`config.mk`:
```
export PLATFORM = sky130hd
export DESIGN_NAME = inst_template_emitter
export DESIGN_NICKNAME = d
export VERILOG_FILES = /design/src/rtl/jit_pkg.sv /design/src/rtl/inst_template_rom.sv /design/src/rtl/inst_template_emitter.sv
export SDC_FILE = /design/constraint.sdc
export NUM_CORES = 1
export LEC_CHECK = 0
export CAP_MARGIN = 20
export CORE_MARGIN = 3
export CORE_UTILIZATION = 50
export CTS_CLUSTER_SIZE = 24
export DETAILED_ROUTE_END_ITERATION = 8
export PLACE_DENSITY = 0.78
export SETUP_SLACK_MARGIN = 0.4
export SKIP_LAST_GASP = 1
export SLEW_MARGIN = 20
export SYNTH_ARGS = -nofsm -noshare
export SYNTH_HDL_FRONTEND = slang
export SYNTH_SLANG_ARGS = --single-unit
```
`constraint.sdc`:
```
create_clock -name clk -period 4.25 [get_ports clk]
set_input_delay 0.6375 -clock clk [delete_from_list [all_inputs] [get_ports clk]]
set_output_delay 0.6375 -clock clk [all_outputs]
set_load 0.01 [all_outputs]
```
`src/rtl/jit_pkg.sv`:
```
// jit_pkg: types and constants shared by the JIT translate path
// (opcode address lookup, template ROM, template emitter).
package jit_pkg;

    localparam int ADR_W   = 7;
    localparam int WORD_W  = 32;
    localparam int IMM_LSB = 0;
    localparam int IMM_W   = 8;

    typedef enum logic [0:0] {
        IDLE = 1'b0,
        EMIT = 1'b1
    } state_t;

    // One template ROM entry: {patch, last, word}
    typedef struct packed {
        logic              patch;
        logic              last;
        logic [WORD_W-1:0] word;
    } tmpl_entry_t;

    // Replace the immediate field of a template word with the operand when enabled
    function automatic logic [WORD_W-1:0] patch_imm(
        input logic [WORD_W-1:0] word,
        input logic [IMM_W-1:0]  imm,
        input logic              en
    );
        logic [WORD_W-1:0] res;
        res = word;
        if (en) begin
            res[IMM_LSB +: IMM_W] = imm;
        end else begin
            res = word;
        end
        return res;
    endfunction

endpackage

```
`src/rtl/inst_template_rom.sv`:
```
// inst_template_rom: combinational ARM template image, indexed by
// template address. Contents come from the template ROM generator;
// this image holds the templates currently in use.
module inst_template_rom
    import jit_pkg::*;
(
    input  logic [ADR_W-1:0] adr,
    output tmpl_entry_t      entry
);

    // Address-to-entry lookup; unlisted addresses read as an empty entry
    always_comb begin
        entry = '{patch: 1'b0, last: 1'b0, word: 32'h0000_0000};
        case (adr)
            7'd5:    entry = '{patch: 1'b1, last: 1'b0, word: 32'hE3A0_0000};
            7'd6:    entry = '{patch: 1'b0, last: 1'b1, word: 32'hE52D_0004};
            7'd9:    entry = '{patch: 1'b0, last: 1'b1, word: 32'hE1A0_0000};
            7'd120, 7'd121, 7'd122, 7'd123,
            7'd124, 7'd125, 7'd126, 7'd127:
                     entry = '{patch: 1'b0, last: 1'b0, word: 32'hE1A0_0000};
            default: entry = '{patch: 1'b0, last: 1'b0, word: 32'h0000_0000};
        endcase
    end

endmodule

```
`src/rtl/inst_template_emitter.sv`:
```
// inst_template_emitter: walks an ARM instruction template from the
// template ROM, patches the bytecode operand into marked immediates and
// streams the words to the code buffer over valid/ready.
module inst_template_emitter #(
    parameter int ADR_W   = 7,
    parameter int WORD_W  = 32,
    parameter int MAX_LEN = 16
) (
    input  logic              clk,
    input  logic              rst,
    input  logic              adr_valid,
    output logic              adr_ready,
    input  logic [ADR_W-1:0]  adr,
    input  logic [7:0]        operand,
    output logic              out_valid,
    input  logic              out_ready,
    output logic [WORD_W-1:0] out_word,
    output logic              out_last,
    output logic              err,
    output logic              busy
);
    import jit_pkg::*;

    localparam int CNT_W = $clog2(MAX_LEN) + 1;

    state_t              r_state;
    state_t              w_state_nxt;
    logic [ADR_W-1:0]    r_ptr;
    logic [ADR_W-1:0]    w_ptr_nxt;
    logic [CNT_W-1:0]    r_cnt;
    logic [CNT_W-1:0]    w_cnt_nxt;
    logic [7:0]          r_operand;
    logic [7:0]          w_operand_nxt;
    logic                r_out_valid;
    logic                w_out_valid_nxt;
    logic [WORD_W-1:0]   r_out_word;
    logic [WORD_W-1:0]   w_out_word_nxt;
    logic                r_out_last;
    logic                w_out_last_nxt;
    logic                r_err;
    logic                w_err_nxt;

    logic [ADR_W-1:0]    w_rom_adr;
    tmpl_entry_t         w_rom_entry;

    logic                w_accept;
    logic                w_unsup;
    logic                w_xfer;
    logic                w_done;
    logic                w_abort;

    // Request and transfer qualifiers
    assign w_accept = (r_state == IDLE) && adr_valid && (adr != {ADR_W{1'b0}});
    assign w_unsup  = (r_state == IDLE) && adr_valid && (adr == {ADR_W{1'b0}});
    assign w_xfer   = (r_state == EMIT) && r_out_valid && out_ready;
    assign w_done   = w_xfer && r_out_last;
    assign w_abort  = w_xfer && !r_out_last &&
                      ((r_cnt == CNT_W'(MAX_LEN)) || (r_ptr == {ADR_W{1'b0}}));

    // ROM reads the start address while idle and the walk pointer while emitting
    always_comb begin
        w_rom_adr = r_ptr;
        if (r_state == IDLE) begin
            w_rom_adr = adr;
        end else begin
            w_rom_adr = r_ptr;
        end
    end

    inst_template_rom u_rom (
        .adr   (w_rom_adr),
        .entry (w_rom_entry)
    );

    // State register
    always_ff @(posedge clk or posedge rst) begin
        if (rst) begin
            r_state <= IDLE;
        end else begin
            r_state <= w_state_nxt;
        end
    end

    // Next-state logic
    always_comb begin
        w_state_nxt = r_state;
        case (r_state)
            IDLE: begin
                if (w_accept) begin
                    w_state_nxt = EMIT;
                end else begin
                    w_state_nxt = IDLE;
                end
            end
            EMIT: begin
                if (w_done || w_abort) begin
                    w_state_nxt = IDLE;
                end else begin
                    w_state_nxt = EMIT;
                end
            end
            default: w_state_nxt = IDLE;
        endcase
    end

    // Next values of the datapath and registered outputs; hold by default
    always_comb begin
        w_ptr_nxt       = r_ptr;
        w_cnt_nxt       = r_cnt;
        w_operand_nxt   = r_operand;
        w_out_valid_nxt = r_out_valid;
        w_out_word_nxt  = r_out_word;
        w_out_last_nxt  = r_out_last;
        w_err_nxt       = 1'b0;
        case (r_state)
            IDLE: begin
                if (w_accept) begin
                    w_operand_nxt   = operand;
                    w_ptr_nxt       = adr + ADR_W'(1);
                    w_cnt_nxt       = CNT_W'(1);
                    w_out_valid_nxt = 1'b1;
                    w_out_word_nxt  = patch_imm(w_rom_entry.word, operand, w_rom_entry.patch);
                    w_out_last_nxt  = w_rom_entry.last;
                end else if (w_unsup) begin
                    w_err_nxt       = 1'b1;
                    w_out_valid_nxt = 1'b0;
                end else begin
                    w_out_valid_nxt = 1'b0;
                end
            end
            EMIT: begin
                if (w_done) begin
                    w_out_valid_nxt = 1'b0;
                    w_out_word_nxt  = {WORD_W{1'b0}};
                    w_out_last_nxt  = 1'b0;
                end else if (w_abort) begin
                    w_err_nxt       = 1'b1;
                    w_out_valid_nxt = 1'b0;
                    w_out_word_nxt  = {WORD_W{1'b0}};
                    w_out_last_nxt  = 1'b0;
                end else if (w_xfer) begin
                    w_ptr_nxt       = r_ptr + ADR_W'(1);
                    w_cnt_nxt       = r_cnt + CNT_W'(1);
                    w_out_word_nxt  = patch_imm(w_rom_entry.word, r_operand, w_rom_entry.patch);
                    w_out_last_nxt  = w_rom_entry.last;
                end else begin
                    w_out_valid_nxt = r_out_valid;
                end
            end
            default: begin
                w_out_valid_nxt = 1'b0;
            end
        endcase
    end

    // Datapath and output registers; reset drops any partial template
    always_ff @(posedge clk or posedge rst) begin
        if (rst) begin
            r_ptr       <= {ADR_W{1'b0}};
            r_cnt       <= {CNT_W{1'b0}};
            r_operand   <= 8'h00;
            r_out_valid <= 1'b0;
            r_out_word  <= {WORD_W{1'b0}};
            r_out_last  <= 1'b0;
            r_err       <= 1'b0;
        end else begin
            r_ptr       <= w_ptr_nxt;
            r_cnt       <= w_cnt_nxt;
            r_operand   <= w_operand_nxt;
            r_out_valid <= w_out_valid_nxt;
            r_out_word  <= w_out_word_nxt;
            r_out_last  <= w_out_last_nxt;
            r_err       <= w_err_nxt;
        end
    end

    assign adr_ready = (r_state == IDLE);
    assign busy      = (r_state == EMIT);
    assign out_valid = r_out_valid;
    assign out_word  = r_out_word;
    assign out_last  = r_out_last;
    assign err       = r_err;

endmodule

```
==> Word-level counts from Yosys, hierarchy flattened <==
Cells that the tools add are included.
{ "totals": {"register_bits": 56, "inputBits": 19, "out_inout_bits": 37, "word_cells": 83} }
{ "op_classes": {"add_sub_neg": 3, "eq_ne": 18, "mux": 35, "bitwise_logic": 1, "n_reduce_logical": 18} }
{ "ops": {"columns": ["op", "count"], "rows": [
  ["case mux 34 bit (4 select lines)", 1],
  ["two-way mux 32 bit", 4],
  ["case mux 32 bit (2 select lines)", 1],
  ["equality test 7 bit, second input constant", 8],
  ["two-way mux 7 bit", 5],
  ["two-way mux 5 bit", 4],
  ["two-way mux 8 bit", 2],
  ["adder 7 x 1 -> 7 bit, second input constant", 2],
  ["equality test 7 x 3 -> 1 bit, second input constant", 2],
  ["zero test 7 bit", 2],
  ["case mux 7 bit (2 select lines)", 1],
  ["two-way mux 1 bit", 12],
  ["case mux 5 bit (2 select lines)", 1],
  ["logical AND 1 bit", 8],
  ["case mux 1 bit (2 select lines)", 4],
  ["OR reduction 8 bit", 1],
  ["equality test 7 x 4 -> 1 bit, second input constant", 1],
  ["nonzero test 7 bit", 1],
  ["adder 5 x 1 -> 5 bit, second input constant", 1],
  ["equality test 5 bit, second input constant", 1],
  ["inequality test 2 x 1 -> 1 bit, second input constant", 2],
  ["inequality test 2 bit, second input constant", 2],
  ["inequality test 4 x 1 -> 1 bit, second input constant", 1],
  ["AND reduction 2 bit", 2],
  ["other kinds (5)", 6]
]} }

==> Longest topological paths before layout <==
{ "logic_depth": {"depth_word": 9, "depth_mapped": 9, "depth_no_buf": 7} }

==> By module <==
Synthesis repeated with hierarchy kept, for this count alone.
{ "hier_totals": {"hier_cells": 278, "hier_area_um2": 3121.7} }
{ "by_module_without_submodules": {"columns": ["module", "n_inst", "cells_each", "area_per_inst_um2", "seq_area_each_um2"], "rows": [
  ["inst_template_emitter", 1, 235, 2803.9, 1401.3],
  ["inst_template_rom", 1, 43, 317.8, 0.0]
]} }

==> Least setup slack after synthesis <==
Ideal clock, no wire load.
{ "synth_timing": {"path_type": "input port to flip-flop", "start": "in adr[1]", "end": "reg r_out_word[0], in the netlist out_word[0]", "setup_time_ns": 0.072, "arrival_time_ns": 2.025, "required_ns": 4.178, "setup_slack_ns": 2.153, "cell_stages": 7, "n_path_buf": 0, "path_cell_list": "mux2_2 > inv_1 > ha_1 > o21ai_2 > a2111oi_4 > a221oi_1 > nor2_1"} }
{ "synth_via": {"elab_chain_len": 9, "word_cells_on_any_way": 25, "classes_between": "eq/ne (12); mux (9); reduce/logical (4)"} }
{ "synth_lines": {"columns": ["item", "line", "text"], "rows": [
  ["start: declaration", "inst_template_emitter.sv:13", "input logic [ADR_W-1:0] adr,"],
  ["two-way mux 7 bit", "inst_template_emitter.sv:63", "if (r_state == IDLE) begin"],
  ["equality test 7 bit", "inst_template_rom.sv:14", "case (adr)"],
  ["OR reduction 8 bit", "inst_template_rom.sv:14", null],
  ["case mux 34 bit (4 select lines)", "inst_template_rom.sv:14", null],
  ["two-way mux 8 bit", "jit_pkg.sv:30", "if (en) begin"],
  ["two-way mux 32 bit", "inst_template_emitter.sv:141", "end else if (w_xfer) begin"],
  ["two-way mux 32 bit", "inst_template_emitter.sv:136", "end else if (w_abort) begin"],
  ["two-way mux 32 bit", "inst_template_emitter.sv:132", "if (w_done) begin"],
  ["case mux 32 bit (2 select lines)", "inst_template_emitter.sv:115", "case (r_state)"],
  ["end signal: assignment", "inst_template_emitter.sv:163", "r_out_word <= {WORD_W{1'b0}};"],
  ["end signal: assignment", "inst_template_emitter.sv:171", "r_out_word <= w_out_word_nxt;"],
  ["end: declaration", "inst_template_emitter.sv:36", "logic [WORD_W-1:0] r_out_word;"]
]} }
Several ways; a longest one is shown, not always the timed one. The select of a mux whose other input is x is not followed.
A chain may end at the register's enable or synchronous reset.

==> Worst setup path after layout <==
{ "layout_timing": {"start": "in adr[3]", "end": "reg r_out_word[7], in the netlist out_word[7]"} }
The elaborated chain is that of the path after synthesis.

==> metrics.md <==
| Metric | Value |
|---|---|
| CTS tree | `done` |
| First-pass GRT wire length | `8.89 mm` |
| Total gr overflow | `0` |
| Slew of the pin with the lowest slew margin | `1.05 ns` |
| Peak supply drop | `just over 400 µV` |
| PwrDens | `roughly 680 nW/µm²` |
| Routed wire length | `approximately 5.2 mm` |
| Initial antenna violation count | `0` |
| Vias in the first global route | `1825` |
| Static Leak | `approximately 0.0012 µW` |
| Clock Sinks | `36` |
| Post-CTS Resized | `0` |
| Synthesized flop and latch total | `36` |
| Post-CTS Hold Buffers | `0` |
| Clock transition at the registers of the reported paths | `0.08 ns` |
| Slew HR | `0.298` |
| Seq/Total Area, Yosys | `0.398` |
| Setup repair bufs after CTS | `0` |
| Row count | `23` |
| Worst setup margin | `approximately 1.3 ns` |
| Diode count | `0` |
| # setup viols final | `0` |
| Clock network power share | `0.135` |
| F_max | `approximately 0.34 GHz` |
| Status | `complete, no violations` |
| Die Y | `about 73 µm` |
| Full die area | `about 5400 µm²` |
| Most frequent cells in the layout | `clkdlybuf4s50_1 (42), nand2_1 (39), dfrtp_1 (36), nor2_1 (22), conb_1 (13)` |
| Min-delay worst type | `flop to flop` |
| Crit path from | `adr[3]` |
| Worst-Skew Late Latency | `~0.29 ns` |
| Max Buffers Root-to-Sink | `2` |
| # IOs | `56` |
| Synthesized instance count | `about 250` |
| Hold Crit Start | `out_word[25]` |
| Netlist Area Pre-Place | `approximately 2300 µm²` |
| Starting density of the core | `0.542` |
| Number of max-cap violations | `0` |
| Detail Route Antenna Nets | `0` |
| PnR Total Power | `1810 µW` |
| Final Net Count | `304` |
| Via count | `1894` |
| Clock Skew | `0.00592 ns` |
| WS Path Type | `input port to flop` |
| Routability cong. | `about 0.85` |
| Worst hold slack | `0.474 ns` |
| Worst slack at placement | `roughly 0.98 ns` |
| CTS Buf Count | `5` |
| Final hold violation count | `0` |
| Placed cell area | `between 2000 and 3000 µm²` |
| Yosys warning count | `0` |
| Final cycle utilization of the critical path | `0.692` |
| 1st-pass router iterations | `4` |
| Die X | `73.3 µm` |
| Critical path data required time | `around 4.4 ns` |
| CTS Root Cell | `clkbuf_8` |
| Worst-path maximum fanout | `13` |
| CP arrival | `~3.1 ns` |
| I/O Buffers | `42` |
| RR Startpoint | `busy` |
| Final min period | `2.94 ns` |
| Switch share | `0.432` |
| RSZ-0062 raised after global routing | `no` |
| Top FF cell, synth | `dfrtp_1` |
| Pin count of the biggest net entering global routing | `29` |
| CORE AREA | `about 4200 µm²` |
| Final Max Slew Viols | `0` |
| Synthesized area per cell | `9.13 µm²` |
| Area Growth Syn to Fin | `18.4%` |
| Psw | `around 780 µW` |
| Final TNS setup | `0 ns` |
| Aggregate global-route resource usage | `0.212` |
| Commonest non-fill, non-tap cell in the layout | `clkdlybuf4s50_1` |
| DR vias/cell | `5.74` |
| Endpoint class of the critical path | `flop` |
| Int Power | `1030 µW` |
| Comb pwr share | `0.520` |
| Register share of total power | `0.345` |
| Share of flip-flops with an asynchronous set or reset | `1.00` |
| CTS H-tree depth | `2` |
| Startpoint Class | `input port` |
| Yosys cell types | `59` |
| EDFF count, synth | `0` |
| Initial DRC Count | `137` |
| Wirelength per Cell | `between 15 and 20 µm` |
| Final Cell Area | `2680 µm²` |
| # DRC | `0` |
| Post-DP HPWL | `3.70 mm` |
| Share of post-route cells with drive strength above 1 | `0.100` |
worst max-delay path, stage by stage:
cell and delay [ns]:
clkdlybuf4s50_1 0.66, nor4_4 0.09, a21oi_1 0.84, nor2_1 0.46
a221oi_1 0.34, nor2_1 0.08
state kept, by name, summed over array words and instances, names as in the netlist:
signal,count
out_last,1
out_valid,1
err,1
r_operand,8
r_ptr,7
busy,1
out_word,12
r_cnt,5
metal layers:
metal / share of wire / GRT usage / wire length [µm]
met5: 0 / 0 / 0
met4: 0.013 / 0.0779 / 68
met3: 0.063 / 0.0383 / 327
met2: 0.49 / 0.337 / 2550
met1: 0.43 / 0.290 / 2230
final timing paths:
| path | end | slack [ns] | cells past startpoint |
|---|---|---|---|
| setup / recovery | out_word[7] | 1.31 | 6 |
| hold / removal | out_word[25] | 0.47 | 2 |
| setup reg to reg | out_word[7] | 1.61 | 6 |
| hold reg to reg | out_word[25] | 0.47 | 2 |
| max in group asynchronous | r_ptr[5] | 2.92 | 3 |
| min in group asynchronous | out_word[4] | 0.76 | 2 |
area by class of cell:
type	instances	area [µm²]
clock buffer	5	68.8
clock inverter	3	18.8
fill	369	1490
inverter	10	37.5
multi-input combinational	181	1150
sequential	36	901
tap	50	62.6
timing repair buffer	45	443
through the flow:
step | util | cells
floorplan | - | 260
global placement | 0.621 | 322
detailed placement | 0.621 | 322
CTS | 0.642 | 330
global route | 0.642 | 330
finish | 0.642 | 330
logic make-up (layout without fill, tap and decap cells):
kind of cell    count (synthesis)  after routing  share of synthesized area
flops                          36             36                      0.398
simple gates                   97             97                      0.221
compound gates                 58             58                      0.201
buf+inv                        43             63                      0.115
other cells                     1             13                    0.00166
fa+ha+maj                       6              6                     0.0332
mux                             4              4                     0.0193
xor+xnor                        3              3                     0.0116
synthesized netlist by cell type, types with 5 or more instances:
library cell   n  area (µm²)
dfrtp_1       36         901
a221oi_1       7        61.3
o21ai_0        7        35.0
nor2_1        22        82.6
nor3_1         5        25.0
inv_1          9        33.8
o21ai_1       10        50.1
buf_4         21         158
nand2_1       39         146
nand3_1        7        35.0
a21oi_1        8        40.0
ha_1           6        75.1
or3_1          5        31.3
power groups by stage:
stage | combinational, µW | clock [µW] | sequential, µW
detailed placement | 943 | 0 | 630
finish | 943 | 245 | 627
CTS | 946 | 250 | 623
global route | 1060 | 263 | 647
global placement | 918 | 0 | 624
floorplan | 663 | 0 | 619
No activity file was read; power rests on OpenSTA's default activity.
